--- config.mk ---
export PLATFORM = sky130hd
export DESIGN_NAME = arqui_ctrl_fsm
export DESIGN_NICKNAME = d
export VERILOG_FILES = /design/src/rtl/arqui_pkg.sv /design/src/rtl/arqui_err_mon.sv /design/src/rtl/arqui_ctrl_fsm.sv
export SDC_FILE = /design/constraint.sdc
export NUM_CORES = 1
export LEC_CHECK = 0
export ABC_AREA = 1
export BUFFER_PORTS_ARGS = -buffer_cell sky130_fd_sc_hd__buf_2
export CAP_MARGIN = 10
export CORE_MARGIN = 1.5
export CORE_UTILIZATION = 40
export DETAILED_ROUTE_END_ITERATION = 8
export GPL_TIMING_DRIVEN = 0
export PLACE_DENSITY = 0.71
export SYNTH_ARGS = -nofsm -noshare
export SYNTH_HDL_FRONTEND = slang
export SYNTH_HIERARCHICAL = 1
export SYNTH_SLANG_ARGS = --single-unit
--- constraint.sdc ---
create_clock -name clk -period 2.7 [get_ports clk]
set_input_delay 0 -clock clk [delete_from_list [all_inputs] [get_ports clk]]
set_output_delay 0 -clock clk [all_outputs]
set_load 0.05 [all_outputs]
--- src/rtl/arqui_pkg.sv ---
// Shared constants, state encoding and helpers for the arqui sequencing controller.
// The optional threshold sanity check is enabled with the ARQUI_THRESH_CHECK_EN macro.
package arqui_pkg;

    localparam int NFIFO   = 5;
    localparam int IDX_MF  = 0;
    localparam int IDX_VC0 = 1;
    localparam int IDX_VC1 = 2;
    localparam int IDX_D0  = 3;
    localparam int IDX_D1  = 4;

    typedef enum logic [2:0] {
        ST_RESET  = 3'b000,
        ST_INIT   = 3'b001,
        ST_IDLE   = 3'b010,
        ST_ACTIVE = 3'b011,
        ST_ERROR  = 3'b100
    } state_t;

    // A push into a full FIFO or a pop from an empty one is an error on that FIFO.
    function automatic logic [NFIFO-1:0] calc_err_now(
        input logic [NFIFO-1:0] push,
        input logic [NFIFO-1:0] pop,
        input logic [NFIFO-1:0] full,
        input logic [NFIFO-1:0] empty
    );
        return (push & full) | (pop & empty);
    endfunction

endpackage

--- src/rtl/arqui_err_mon.sv ---
// Per-FIFO overflow/underflow detection with a sticky error register.
// clr has priority; set_vec injects extra error bits from the controller.
module arqui_err_mon
    import arqui_pkg::*;
(
    input  logic             clk,
    input  logic             reset_L,
    input  logic [NFIFO-1:0] fifo_push,
    input  logic [NFIFO-1:0] fifo_pop,
    input  logic [NFIFO-1:0] fifo_full,
    input  logic [NFIFO-1:0] fifo_empty,
    input  logic             clr,
    input  logic             en,
    input  logic [NFIFO-1:0] set_vec,
    output logic [NFIFO-1:0] err_now,
    output logic [NFIFO-1:0] error_out
);

    logic [NFIFO-1:0] err_r;

    assign err_now   = calc_err_now(fifo_push, fifo_pop, fifo_full, fifo_empty);
    assign error_out = err_r;

    // Sticky error accumulation; cleared when the controller re-initialises.
    always_ff @(posedge clk or negedge reset_L) begin
        if (!reset_L) begin
            err_r <= '0;
        end else if (clr) begin
            err_r <= '0;
        end else begin
            err_r <= err_r | (en ? err_now : {NFIFO{1'b0}}) | set_vec;
        end
    end

endmodule

--- src/rtl/arqui_ctrl_fsm.sv ---
// Top-level sequencing controller: threshold capture, IDLE/ACTIVE tracking, sticky errors.
// Define ARQUI_THRESH_CHECK_EN to reject af<=ae threshold pairs when leaving INIT.
module arqui_ctrl_fsm
    import arqui_pkg::*;
#(
    parameter int MF_W = 2,
    parameter int VC_W = 4,
    parameter int DF_W = 2
) (
    input  logic             clk,
    input  logic             reset_L,
    input  logic             init,
    input  logic [MF_W-1:0]  afMF_i,
    input  logic [MF_W-1:0]  aeMF_i,
    input  logic [VC_W-1:0]  afVC_i,
    input  logic [VC_W-1:0]  aeVC_i,
    input  logic [DF_W-1:0]  afDF_i,
    input  logic [DF_W-1:0]  aeDF_i,
    input  logic [NFIFO-1:0] fifo_push,
    input  logic [NFIFO-1:0] fifo_pop,
    input  logic [NFIFO-1:0] fifo_full,
    input  logic [NFIFO-1:0] fifo_empty,
    output logic [MF_W-1:0]  afMF_o,
    output logic [MF_W-1:0]  aeMF_o,
    output logic [VC_W-1:0]  afVC_o,
    output logic [VC_W-1:0]  aeVC_o,
    output logic [DF_W-1:0]  afDF_o,
    output logic [DF_W-1:0]  aeDF_o,
    output logic             active_out,
    output logic             idle_out,
    output logic [NFIFO-1:0] error_out,
    output logic [2:0]       state_out
);

    state_t           state_r, state_nxt_s;
    logic             active_r, idle_r;
    logic [MF_W-1:0]  af_mf_r, ae_mf_r;
    logic [VC_W-1:0]  af_vc_r, ae_vc_r;
    logic [DF_W-1:0]  af_df_r, ae_df_r;
    logic [NFIFO-1:0] err_now_s, err_set_s;
    logic             err_clr_s, err_en_s;

`ifdef ARQUI_THRESH_CHECK_EN
    logic [NFIFO-1:0] thresh_fail_s;

    // Threshold pairs where almost-full does not sit above almost-empty are rejected.
    always_comb begin
        thresh_fail_s = {NFIFO{1'b0}};
        thresh_fail_s[IDX_MF]  = (afMF_i <= aeMF_i);
        thresh_fail_s[IDX_VC0] = (afVC_i <= aeVC_i);
        thresh_fail_s[IDX_VC1] = (afVC_i <= aeVC_i);
        thresh_fail_s[IDX_D0]  = (afDF_i <= aeDF_i);
        thresh_fail_s[IDX_D1]  = (afDF_i <= aeDF_i);
    end
`endif

    // Next-state and error-register control; errors outrank init, init outranks occupancy.
    always_comb begin
        state_nxt_s = state_r;
        err_set_s   = {NFIFO{1'b0}};
        case (state_r)
            ST_RESET: state_nxt_s = ST_INIT;
            ST_INIT: begin
                if (init) begin
                    state_nxt_s = ST_INIT;
                end else begin
`ifdef ARQUI_THRESH_CHECK_EN
                    if (|thresh_fail_s) begin
                        state_nxt_s = ST_ERROR;
                        err_set_s   = thresh_fail_s;
                    end else begin
                        state_nxt_s = ST_IDLE;
                    end
`else
                    state_nxt_s = ST_IDLE;
`endif
                end
            end
            ST_IDLE: begin
                if (|err_now_s)         state_nxt_s = ST_ERROR;
                else if (init)          state_nxt_s = ST_INIT;
                else if (~&fifo_empty)  state_nxt_s = ST_ACTIVE;
                else                    state_nxt_s = ST_IDLE;
            end
            ST_ACTIVE: begin
                if (|err_now_s)         state_nxt_s = ST_ERROR;
                else if (init)          state_nxt_s = ST_INIT;
                else if (&fifo_empty)   state_nxt_s = ST_IDLE;
                else                    state_nxt_s = ST_ACTIVE;
            end
            ST_ERROR: begin
                if (init) state_nxt_s = ST_INIT;
                else      state_nxt_s = ST_ERROR;
            end
            default: state_nxt_s = ST_RESET;
        endcase
        err_en_s  = (state_r == ST_IDLE) || (state_r == ST_ACTIVE) || (state_r == ST_ERROR);
        err_clr_s = (state_nxt_s == ST_INIT) || (state_nxt_s == ST_RESET);
    end

    // State register with registered status decodes.
    always_ff @(posedge clk or negedge reset_L) begin
        if (!reset_L) begin
            state_r  <= ST_RESET;
            active_r <= 1'b0;
            idle_r   <= 1'b0;
        end else begin
            state_r  <= state_nxt_s;
            active_r <= (state_nxt_s == ST_ACTIVE);
            idle_r   <= (state_nxt_s == ST_IDLE);
        end
    end

    // Thresholds track the inputs only while in INIT and freeze otherwise.
    always_ff @(posedge clk or negedge reset_L) begin
        if (!reset_L) begin
            af_mf_r <= '0;
            ae_mf_r <= '0;
            af_vc_r <= '0;
            ae_vc_r <= '0;
            af_df_r <= '0;
            ae_df_r <= '0;
        end else if (state_r == ST_INIT) begin
            af_mf_r <= afMF_i;
            ae_mf_r <= aeMF_i;
            af_vc_r <= afVC_i;
            ae_vc_r <= aeVC_i;
            af_df_r <= afDF_i;
            ae_df_r <= aeDF_i;
        end else begin
            af_mf_r <= af_mf_r;
            ae_mf_r <= ae_mf_r;
            af_vc_r <= af_vc_r;
            ae_vc_r <= ae_vc_r;
            af_df_r <= af_df_r;
            ae_df_r <= ae_df_r;
        end
    end

    arqui_err_mon u_err_mon (
        .clk        (clk),
        .reset_L    (reset_L),
        .fifo_push  (fifo_push),
        .fifo_pop   (fifo_pop),
        .fifo_full  (fifo_full),
        .fifo_empty (fifo_empty),
        .clr        (err_clr_s),
        .en         (err_en_s),
        .set_vec    (err_set_s),
        .err_now    (err_now_s),
        .error_out  (error_out)
    );

    assign state_out  = state_r;
    assign active_out = active_r;
    assign idle_out   = idle_r;
    assign afMF_o     = af_mf_r;
    assign aeMF_o     = ae_mf_r;
    assign afVC_o     = af_vc_r;
    assign aeVC_o     = ae_vc_r;
    assign afDF_o     = af_df_r;
    assign aeDF_o     = ae_df_r;

endmodule
==> Word-level counts from Yosys, hierarchy flattened <==
Index checks and enable logic that the tools add are counted.
{ "op_classes": {"reduce_logical": 8, "mux": 8, "bitwise": 4, "eq_ne": 7} }
{ "op_table": {"columns": ["cell", "n"], "rows": [
  ["$eq 3x2->1 const B", 4],
  ["$pmux 3 s4", 1],
  ["$and 5x5->5", 2],
  ["$mux 5", 2],
  ["$or 5x5->5", 2],
  ["$mux 3", 3],
  ["$eq 3x1->1 const B", 2],
  ["$logic_not 3->1", 2],
  ["$reduce_and 5->1", 1],
  ["$reduce_or 5->1", 1],
  ["$eq 3x3->1 const B", 1],
  ["$logic_or 1x1->1", 3],
  ["$mux 2", 1],
  ["$reduce_or 2->1", 1],
  ["$mux 1", 1]
]} }
{ "totals": {"register_bits": 26, "elab_cells": 37, "out_inout_bits": 26} }

==> Longest topological paths before layout <==
{ "depth": {"ltp_word": 8, "depth_mapped": 9} }

==> Modules after synthesis <==
Netlist, hierarchy kept.
{ "by_module_without_submodules": {"columns": ["mod", "area_per_inst_um2", "n_inst", "cells_per_inst"], "rows": [
  ["arqui_ctrl_fsm", 919.6, 1, 75],
  ["arqui_err_mon", 256.5, 1, 35]
]} }

==> Least setup slack after synthesis <==
OpenSTA, ideal clock, no wires.
{ "synth_path": {"path_kind": "register -> register", "from": "register state_r[2] (netlist: state_out[2])", "to": "register ae_df_r[1] (netlist: aeDF_o[1])", "stages_incl_launch_ff": 5, "path_slack_ns": 1.188, "t_required_ns": 2.575, "t_arrival_ns": 1.387, "cell_sequence": "dfrtp_1 -> inv_2 -> nand3_4 -> buf_6 -> mux2_4"} }
{ "synth_between": {"elab_chain_len": 1} }
{ "synth_rtl": {"columns": ["element", "line_no", "text"], "rows": [
  ["start, declared", "arqui_ctrl_fsm.sv:35", "state_t state_r, state_nxt_s;"],
  ["start signal, assigned", "arqui_ctrl_fsm.sv:108", "state_r <= state_nxt_s;"],
  ["$eq 3x1->1", "arqui_ctrl_fsm.sv:123", "end else if (state_r == ST_INIT) begin"],
  ["end signal, assigned", "arqui_ctrl_fsm.sv:129", "ae_df_r <= aeDF_i;"],
  ["end signal, assigned", "arqui_ctrl_fsm.sv:136", "ae_df_r <= ae_df_r;"],
  ["end, declared", "arqui_ctrl_fsm.sv:39", "logic [DF_W-1:0] af_df_r, ae_df_r;"]
]} }
No other way between the ends.
A chain may end at the register's enable or synchronous reset.

==> Worst setup path in the final report <==
{ "layout_path": {"from": "register state_r[2] (netlist: state_out[2])", "to": "register u_err_mon.err_r[3] (netlist: u_err_mon/error_out[3])"} }
{ "layout_between": {"elab_chain_len": 6, "elab_cells_between_ends": 15, "cone_classes": "5 x eq/ne; 3 x mux; 1 x bitwise; 6 x reduce/logical"} }
{ "layout_rtl": {"columns": ["element", "line_no", "text"], "rows": [
  ["$eq 3x2->1", "arqui_ctrl_fsm.sv:61", "case (state_r)"],
  ["$reduce_or 2->1 (no source line)", null, null],
  ["$pmux 3 s4 *", "arqui_ctrl_fsm.sv:61", null],
  ["named net state_nxt_s[1]", "arqui_ctrl_fsm.sv:35", null],
  ["$eq 3x1->1 or $logic_not 3->1 (tied branches)", "arqui_ctrl_fsm.sv:98", "err_clr_s = (state_nxt_s == ST_INIT) || (state_nxt_s == ST_RESET);"],
  ["$logic_or 1x1->1 *", "arqui_ctrl_fsm.sv:98", null],
  ["named net err_clr_s", "arqui_ctrl_fsm.sv:41", "logic err_clr_s, err_en_s;"],
  ["$mux 5 *", "arqui_err_mon.sv:28", "end else if (clr) begin"],
  ["end signal, assigned", "arqui_err_mon.sv:31", "err_r <= err_r | (en ? err_now : {NFIFO{1'b0}}) | set_vec;"],
  ["end, declared", "arqui_err_mon.sv:19", "logic [NFIFO-1:0] err_r;"]
]} }
The timed path passes the listed nets; every way through them passes the cells marked *.

==> results.tsv <==
stage	metric	value	unit
place	io_buffers	64	
finish	nets	240	
die	io_pins	65	
clock_network	post_cts_buffers	0	
finish	areaGrowthSynthToFinish	49.04	%
sta	timing.fmax	752.8	MHz
drt	antenna_violating_nets_left	0	
hold_path	hold-path-endpoint	u_err_mon/error_out[1]	
worst_setup_path	critPathMaxStageDelay	460	ps
finish	share_of_post_route_cells_with_drive_strength_above_1	46.23	%
hold_path	holdCritPathClass	in2reg	
finish	stdcell_count	230	
worst_setup_path	critical_path.reg2reg.startpoint	state_out[2]	
logic_synthesis	yosys_most_used_dff	dfrtp_1	
drt	met3_length	143	microns
clock_network	clk_pin_slew_worst_paths	130	ps
place	finalWeightedCongestion	0.7295	
global_route	global_route_wire_length_before_repair	4754	microns
drt	routedLengthMet1	1111	microns
drt	maxUsedRoutingLayer	met4	
logic_synthesis	synthTopCellsByArea	dfrtp_1, mux2_4, nand2_1, mux2_2, nor2_1	
clock_network	tritoncts	done	
drt	route.met2.wl	1545	microns
worst_setup_path	critPathMostFrequentCell	nor2_1	
sta	final-max-slew-violation-count	0	
worst_setup_path	critPathLaunchType	register	
logic_synthesis	synth.distinct_cells	17	
pwr	static-leakage-power	0.9657	nW
die	design.core.area	2781	sq um
place	dpl.hpwl	2022	microns
global_route	gr-total-overflow	0	
sta	slew_of_the_pin_with_the_lowest_slew_margin	553.5	ps
global_route	grt_util_all_layers	18.70	%
drt	wl	2817	microns
sta	finalSetupViolCount	0	
clock_network	number_of_h_tree_branching_levels	1	
sta	timing.max_slew.rel_slack	63.10	%
global_route	first_global_vias	1130	
die	chipHeight	57.23	microns
worst_setup_path	critical_path_cell_list	nor2_1 -> nand3_1 -> o21ai_1 -> nor2_1 -> a21oi_1	
clock_network	cts_inserted_buffers	3	
sta	fin_crit	1328	ps
logic_synthesis	postSynthCellCount	110	
drt	drt_iter0_markers	24	
pwr	peak_supply_drop	1.287	mV
worst_setup_path	setup.worst_path.end_class	register	
drt	via_count	1062	
worst_setup_path	required	2950	ps
worst_setup_path	path_max_fanout	5	
clock_network	cts.sink_count	26	
clock_network	cts.path.max_buffers	2	
logic_synthesis	synth.yosys.seq_area_share	55.32	%
die	core.rowCount	19	
logic_synthesis	avgSynthCellArea	10.69	sq um
worst_setup_path	timing.reg2reg.worst_path_depth	5	
worst_setup_path	critPathKind	reg2reg	
drt	drt-vias-per-instance	4.617	
drt	post-route-drc-count	0	
sta	skew	7.280	ps
logic_synthesis	synthesis.area	1176	sq um
run	max_cap_violations	0	
global_route	pin_count_of_the_biggest_net_entering_global_routing	27	
clock_network	worstSkewPairLatency	310	ps
sta	final_min_period_over_clock_period	49.20	%
logic_synthesis	synth-edff-count	0	
die	floorplan.initialDensity	42.29	%
logic_synthesis	synth_commonest_cells	dfrtp_1, nand2_1, nor2_1	
logic_synthesis	ys.warnings.count	6	
global_route	antenna_found_initial	0	
sta	timing.final.hold_violations	0	
drt	routed_wire_length_per_instance	12.25	microns
worst_setup_path	crit_arrival	1580	ps
logic_synthesis	synthDominantCellAreaShare	55.32	%
logic_synthesis	yosys_register_bits	26	
finish	antennaDiodeCount	0	
clock_network	cts-root-buf	clkbuf_4	
hold_path	hold_path_startpoint	fifo_full[1]	
hold_path	hold-path-cell-count	5	
logic_synthesis	synth_async_sr_flop_share	100.0	%
sta	rsz_0062_raised_after_global_routing	false	
sta	fin_tns_setup	0	ps
die	die_width	57.23	microns
worst_setup_path	critical-path-slowest-cell	dfrtp_1	
pwr	power.density	1316	nW/um^2
run_status	outcome	finished clean	
die	die-area	3275	sq um
logic_synthesis	synth_largest_area_cell	dfrtp_1	
place	place.detailed.instances	209	
worst_setup_path	ff2ff_setup_slack	1370	ps
worst_setup_path	startpoint	state_out[2]	
logic_synthesis	synth.most_common_cell	dfrtp_1	
drt	dr.pass1.iters	4	
worst_setup_path	capturing_point_of_the_worst_reg2reg_path	u_err_mon/error_out[3]	
registers in the layout, indices dropped and copies added (netlist names):
| register | flops |
|---|---|
| aeMF_o | 2 |
| aeDF_o | 2 |
| u_err_mon/error_out | 5 |
| active_out | 1 |
| idle_out | 1 |
| afMF_o | 2 |
| afVC_o | 4 |
| state_out | 3 |
| aeVC_o | 4 |
| afDF_o | 2 |
power breakdown:
group / switching [mW] / internal (mW) / leakage, nW
Sequential: 0.111 / 0.573 / 0.317
Clock: 0.106 / 0.0522 / 0.0138
Combinational: 0.987 / 0.478 / 0.635
Total: 1.20 / 1.10 / 0.966
stage by stage:
step           utilization (%)  power, mW  setup WS, ps  area [sq um]  hold WS [ps]
2_1_floorplan                -      1.820          1188          1191        -295.6
3_3_place_gp             55.74      2.099          1434          1550         11.10
3_5_place_dp             55.74      2.131          1422          1550         22.04
4_1_cts                  63.02      2.312          1378          1753         16.00
5_1_grt                  63.02      2.424          1225          1753         28.20
6_report                 63.02      2.307          1372          1753         21.55
what timing repair did:
action | in CTS | in global routing
hold buffers | 18 | 0
endpoints found under the hold margin | 44 | 0
resized for setup | 0 | 0
setup endpoints to repair | 0 | 0
cells by family after synthesis:
| family | after synthesis | share of synthesized area [%] |
|---|---|---|
| buffers and inverters | 12 | 4.468 |
| other | 1 | 0.3188 |
| and+or+nand+nor | 46 | 17.45 |
| DFF | 26 | 55.32 |
| AOI/OAI and AO/OA | 9 | 4.255 |
| muxes | 16 | 18.19 |
how the worst max path moves through the flow:
stage,end,slack (ps),depth (start not counted)
4_1_cts,u_err_mon/error_out[0],1380,5
3_5_place_dp,u_err_mon/error_out[0],1420,5
5_1_grt,u_err_mon/error_out[0],1230,5
2_1_floorplan,aeDF_o[1],1190,4
6_report,u_err_mon/error_out[3],1370,5
3_3_place_gp,aeVC_o[0],1430,4
routing by layer:
layer,track usage [%],up-vias
li1,-,528
met1,20.97,497
met2,34.81,35
met3,5.896,2
met4,3.654,0
met5,0,-
cell usage in the layout (no fill, tap or decap), drive strengths merged:
| cell type | instances |
|---|---|
| a21oi | 5 |
| a31oi | 1 |
| buf | 65 |
| clkbuf | 3 |
| conb | 5 |
| dfrtp | 26 |
| dlygate4sd3 | 18 |
| inv | 11 |
| mux2 | 16 |
| nand2 | 27 |
| nand3 | 6 |
| nor2 | 13 |
| o211ai | 1 |
| o21ai | 1 |
| o22ai | 1 |
final cells by class:
cell class	count	area, sq um
fill	227	1028
sequential	26	650.6
timing repair buffer	82	500.5
multi-input combinational	76	488.0
inverter	11	41.29
tap	31	38.79
clock buffer	3	22.52
buffer	1	11.26
worst max-delay path, delay by kind of cell, from the launching register on:
family,cells,cell delay [ps]
compound gates,2,310
flops,1,460
simple gates,3,490
No activity file was read; power rests on OpenSTA's default activity.
